==> src/rtl/gemm_job_scheduler.sv <==
// GeMM job scheduler: queues (id, M, K, N) descriptors, launches them one at a
// time on gemm_controller, and returns a completion record for each one.
// Jobs whose sizes are not whole 4x4x4 tiles are reported as errors and never launched.
module gemm_job_scheduler #(
   parameter int unsigned AddrWidth     = 16,
   parameter int unsigned QueueDepth    = 4,
   parameter int unsigned JobIdWidth    = 4,
   parameter int unsigned CycleCntWidth = 32
) (
   input  logic                             clk_i,
   input  logic                             rst_ni,
   input  logic                             job_valid_i,
   output logic                             job_ready_o,
   input  logic [JobIdWidth-1:0]            job_id_i,
   input  logic [AddrWidth-1:0]             job_M_i,
   input  logic [AddrWidth-1:0]             job_K_i,
   input  logic [AddrWidth-1:0]             job_N_i,
   output logic                             ctrl_start_o,
   output logic [AddrWidth-1:0]             ctrl_M_size_o,
   output logic [AddrWidth-1:0]             ctrl_K_size_o,
   output logic [AddrWidth-1:0]             ctrl_N_size_o,
   input  logic                             ctrl_busy_i,
   input  logic                             ctrl_done_i,
   output logic                             cmpl_valid_o,
   input  logic                             cmpl_ready_i,
   output logic [JobIdWidth-1:0]            cmpl_id_o,
   output logic                             cmpl_err_o,
   output logic [CycleCntWidth-1:0]         cmpl_cycles_o,
   output logic [$clog2(QueueDepth+1)-1:0]  queue_level_o,
   output logic                             idle_o
);

   localparam int unsigned PtrWidth = (QueueDepth > 1) ? $clog2(QueueDepth) : 1;
   localparam int unsigned LvlWidth = $clog2(QueueDepth + 1);

   typedef struct packed {
      logic [JobIdWidth-1:0] id;
      logic [AddrWidth-1:0]  m;
      logic [AddrWidth-1:0]  k;
      logic [AddrWidth-1:0]  n;
   } job_t;

   typedef enum logic [1:0] {
      StIdle   = 2'd0,
      StLaunch = 2'd1,
      StWait   = 2'd2,
      StReport = 2'd3
   } state_e;

   state_e                   r_state;
   state_e                   w_state_nxt;
   job_t                     r_mem [QueueDepth];
   logic [PtrWidth-1:0]      r_wr_ptr;
   logic [PtrWidth-1:0]      r_rd_ptr;
   logic [LvlWidth-1:0]      r_level;
   job_t                     r_active;
   logic                     r_err;
   logic [CycleCntWidth-1:0] r_cycles;

   job_t w_head;
   job_t w_in;
   logic w_full;
   logic w_empty;
   logic w_push;
   logic w_pop;
   logic w_head_ok;

   // A size is executable when it is non-zero and a whole number of 4-wide tiles
   function automatic logic size_ok(input logic [AddrWidth-1:0] s);
      return (s != '0) && (s[1:0] == 2'b00);
   endfunction

   assign w_in      = '{id: job_id_i, m: job_M_i, k: job_K_i, n: job_N_i};
   assign w_head    = r_mem[r_rd_ptr];
   assign w_full    = (r_level == LvlWidth'(QueueDepth));
   assign w_empty   = (r_level == '0);
   assign w_push    = job_valid_i & job_ready_o;
   assign w_head_ok = size_ok(w_head.m) & size_ok(w_head.k) & size_ok(w_head.n);

   // State register
   always_ff @(posedge clk_i) begin
      if (!rst_ni) r_state <= StIdle;
      else         r_state <= w_state_nxt;
   end

   // Next-state logic and pop decision
   always_comb begin
      w_state_nxt = r_state;
      w_pop       = 1'b0;
      case (r_state)
         StIdle: begin
            if (!w_empty && !ctrl_busy_i) begin
               w_pop       = 1'b1;
               w_state_nxt = w_head_ok ? StLaunch : StReport;
            end
         end
         StLaunch: w_state_nxt = StWait;
         StWait:   if (ctrl_done_i) w_state_nxt = StReport;
         StReport: if (cmpl_ready_i) w_state_nxt = StIdle;
         default:  w_state_nxt = StIdle;
      endcase
   end

   // Descriptor FIFO: storage, pointers and occupancy
   always_ff @(posedge clk_i) begin
      if (!rst_ni) begin
         for (int i = 0; i < QueueDepth; i++) r_mem[i] <= '0;
         r_wr_ptr <= '0;
         r_rd_ptr <= '0;
         r_level  <= '0;
      end else begin
         if (w_push) begin
            r_mem[r_wr_ptr] <= w_in;
            r_wr_ptr        <= r_wr_ptr + PtrWidth'(1);
         end
         if (w_pop) r_rd_ptr <= r_rd_ptr + PtrWidth'(1);
         if (w_push && !w_pop)      r_level <= r_level + LvlWidth'(1);
         else if (!w_push && w_pop) r_level <= r_level - LvlWidth'(1);
      end
   end

   // Active job registers, error flag and saturating wait-cycle counter
   always_ff @(posedge clk_i) begin
      if (!rst_ni) begin
         r_active <= '0;
         r_err    <= 1'b0;
         r_cycles <= '0;
      end else begin
         case (r_state)
            StIdle: begin
               if (w_pop) begin
                  r_active <= w_head;
                  r_err    <= ~w_head_ok;
                  r_cycles <= '0;
               end
            end
            StLaunch: r_cycles <= '0;
            StWait: begin
               if (r_cycles != '1) r_cycles <= r_cycles + CycleCntWidth'(1);
               if (ctrl_done_i)    r_err    <= 1'b0;
            end
            default: ;
         endcase
      end
   end

   // Outputs are forced low for as long as reset is held
   assign job_ready_o   = rst_ni & ~w_full;
   assign ctrl_start_o  = rst_ni & (r_state == StLaunch);
   assign ctrl_M_size_o = rst_ni ? r_active.m : '0;
   assign ctrl_K_size_o = rst_ni ? r_active.k : '0;
   assign ctrl_N_size_o = rst_ni ? r_active.n : '0;
   assign cmpl_valid_o  = rst_ni & (r_state == StReport);
   assign cmpl_id_o     = rst_ni ? r_active.id : '0;
   assign cmpl_err_o    = rst_ni & r_err;
   assign cmpl_cycles_o = rst_ni ? r_cycles : '0;
   assign queue_level_o = rst_ni ? r_level : '0;
   assign idle_o        = rst_ni & (r_state == StIdle) & w_empty;

endmodule

==> config.mk <==
export PLATFORM = sky130hd
export DESIGN_NAME = gemm_job_scheduler
export DESIGN_NICKNAME = d
export VERILOG_FILES = /design/src/rtl/gemm_job_scheduler.sv
export SDC_FILE = /design/constraint.sdc
export NUM_CORES = 1
export LEC_CHECK = 0
export CORE_MARGIN = 2
export CORE_UTILIZATION = 60
export DETAILED_ROUTE_END_ITERATION = 8
export GPL_TIMING_DRIVEN = 1
export PLACE_DENSITY = 0.84
export SLEW_MARGIN = 20
export SYNTH_ARGS = -nofsm -noshare
export SYNTH_HDL_FRONTEND = slang
export SYNTH_SLANG_ARGS = --single-unit
==> constraint.sdc <==
create_clock -name clk_i -period 7.9 [get_ports clk_i]
set_input_delay 1.58 -clock clk_i [delete_from_list [all_inputs] [get_ports clk_i]]
set_output_delay 1.58 -clock clk_i [all_outputs]
set_load 0.01 [all_outputs]
==> impl_results.md <==
- Total vias in the final route: between 9000 and 10000
- Worst path arrival time: about 3.4 ns
- Reg power frac: a little under half
- Outcome: finished, final reports clean
- Hold/Removal Path Class: reg -> reg
- Netlist Area Pre-Place: about 14000 sq um
- Rel. slew slack: about 28%
- Number of fill cells: about 1500
- Num CTS Buffers: 29
- Flops & latches, synth: a little over 300
- Post-cts resize count: 0
- Combinational power share: a little over a fifth
- Period minus WS final: 4.97 ns
- Async SR Flop Fraction: 0%
- Die area: approximately 24000 sq um
- Mapped Cells: 1125
- Most common cell after layout, fill and taps aside: edfxtp_1
- Tot Pwr: between 4 and 5 mW
- Fin. max-slew vios: 0
- Port bufs: approximately 150
- Max Cap Viol: 0
- Design area: between 15000 and 20000 sq um
- Crit share post-route: 62.9%
- Routed wire length: roughly 31000 microns
- Ys Warns: 0
- WP data required: ~6.3 ns
- Iter 0 DRT Violations: roughly 930
- # rows: 55
- Total grt overflow: 0
- Ys flop type: edfxtp_1
- Initial antenna violation count: 0
- Net switching power: around 1.3 mW
- Hold-fix buffers, CTS: 0
- WHS: around 0.45 ns
- Fmax: 201 MHz
- Slew @ Worst Pin: 1.07 ns
- # IOs: 150
- Leakage: ~6.0 nW
- Pwr Density: approximately 270 nW/um^2
- Starting Density: between 60% and 70%
- Drt first pass iters: 5
- VDD IR-drop max: approximately 0.21 mV
- Area after DPL: roughly 15000 sq um
- Clock-pin slew on the worst setup and hold paths: 0.06 ns
- Clk pwr share: approximately 32%
- GRT Overall Usage: approximately a quarter
- GPL Wtd Cong: 0.878
- Clock buffer depth: 3
- Number of global-route vias before repair: 9317
- Die height: 155 microns
- Fin Setup TNS: 0 ns
- Antenna diodes: 0
- Internal: about 3.1 mW
- Unrepaired setup endpoints after global routing: no
- Clk_lat worst skew: between 0.5 and 0.6 ns
- Routed length per instance: between 20 and 25 microns
- Placeable Area: approximately 23000 sq um
- CTS H-tree lvls: 1
- Share of cells above drive strength 1: between 10% and 20%
- Clock skew: 0.0112 ns
- Post-CTS Setup Repair Bufs: 0
- First-pass GRT wire length: a little over 50000 microns
- Switching part of the total: around 29%
- Post-synth EDFFs: between 200 and 250
- TritonCTS Sinks: 304
- Largest net degree at the start of global routing: 110
- Routed Antenna Nets: 0
- Avg Inst Size Synth: 12.1 sq um
- Final hold violations: 0
- CP max FO: 53
- Commonest non-fill, non-tap cells in the layout: edfxtp_1 (208), and2_1 (194), clkdlybuf4s50_1 (148)
- Vias per inst: roughly 6
- Critical path startpoint category: primary input
- Chip Width: 155 microns
- Finished Core Util: 72.4%
- Synth-to-Final Area Change: 19.4%
- CP endpoint kind: output pin
- Sequential share of the synthesized area: roughly three fifths
- NumNets Final: between 1000 and 1500
- CTS tree: done
- Final setup fails: 0
- # DRC: 0
- Unique masters post-synth: 48
- Critical path class: in -> out
- Synth Net Count: about 1200
- Detail Placement HPWL: 19000 microns
- Clk root buf: clkbuf_16
-- Yosys cell counts, types with 2 or more instances --
cell type | n | share of area (%)
edfxtp_1 | 208 | 46
and2_1 | 195 | 8.9
nand2_1 | 130 | 3.6
and3_1 | 108 | 4.9
dfxtp_1 | 96 | 14
clkbuf_1 | 60 | 1.6
a21oi_1 | 54 | 2.0
mux4_2 | 52 | 8.6
nor2_1 | 36 | 0.99
nor4_1 | 22 | 1.0
nand3_1 | 14 | 0.51
nand4_1 | 14 | 0.64
xnor2_1 | 14 | 0.90
xor2_1 | 14 | 0.90
a21boi_0 | 10 | 0.55
buf_1 | 10 | 0.27
inv_1 | 9 | 0.25
or3_1 | 9 | 0.41
buf_2 | 8 | 0.29
nor3_1 | 8 | 0.29
ha_1 | 7 | 0.64
o21ai_0 | 7 | 0.26
or4_1 | 5 | 0.27
nand2b_1 | 4 | 0.18
o31ai_1 | 3 | 0.16
and4_1 | 2 | 0.13
inv_2 | 2 | 0.055
nand4_4 | 2 | 0.31
nor3b_1 | 2 | 0.11
o211ai_1 | 2 | 0.11
-- layout make-up --
| type | instances | area, sq um | area share [%] |
|---|---|---|---|
| Sequential cell | 304 | 8170 | 50.1 |
| Multi-Input combinational cell | 730 | 5170 | 31.7 |
| Timing Repair Buffer | 164 | 1600 | 9.81 |
| Clock buffer | 38 | 779 | 4.78 |
| Tap cell | 285 | 357 | 2.19 |
| Clock inverter | 15 | 176 | 1.08 |
| Inverter | 11 | 41.3 | 0.253 |
-- registers in the layout, summed over array words and instances (netlist names), named ones only --
| register | flops |
|---|---|
| r_state | 2 |
| r_rd_ptr | 2 |
| r_err | 1 |
| r_level | 3 |
| r_active | 52 |
| r_wr_ptr | 2 |
| r_mem | 208 |
| r_cycles | 32 |
-- worst max-delay path, stage by stage --
cell             delay (ns)
buf_2                  0.09
inv_2                  0.03
buf_4                  0.30
a21oi_4                0.20
buf_4                  0.49
clkdlybuf4s50_1        0.67
-- cell families (layout without fill, tap and decap cells) --
kind of cell             Yosys count  count (layout)  share of synthesized area, %
multiplexers                      53              53                          8.65
adder cells (fa/ha/maj)            8               8                         0.788
AND/OR/NAND/NOR                  558             558                          22.8
AO/OA/AOI/OAI                     83              83                          3.46
XOR/XNOR                          28              28                          1.80
flip-flops                       304             304                          59.8
buffers and inverters             91             228                          2.64
-- final timing paths --
check	start	slack, ns	end	cells after the start
min	r_active[46]	0.45	r_active[46]	2
max reg2reg	r_level[2]	4.02	r_level[2]	10
max	rst_ni	2.93	job_ready_o	6
min reg2reg	r_active[46]	0.45	r_active[46]	2
-- power groups by stage --
stage               clock network, mW  logic (mW)  registers [mW]
global route                     1.48        1.04            2.03
detailed placement                  0       0.945            2.04
global placement                    0       0.921            2.03
finish                           1.41       0.956            2.01
floorplan                           0       0.686            1.97
CTS                              1.41       0.954            2.01
-- layer usage --
metal,GRT usage [%],vias up,part of all wire [%],routed length [microns]
met2,46.1,438,50,15800
met1,36.2,4542,40,12500
li1,-,4270,-,-
met4,7.36,0,2.0,621
met5,0,-,0,0
met3,3.39,50,7.9,2490
-- per-stage QoR --
stage | worst slack [ns] | std cells
after global placement | 2.86 | 1494
after CTS | 2.94 | 1547
final | 2.93 | 1547
after floorplan | 2.52 | 1125
after global routing | 2.86 | 1547
after detailed placement | 2.73 | 1494
(Power assumes the default switching activity.)
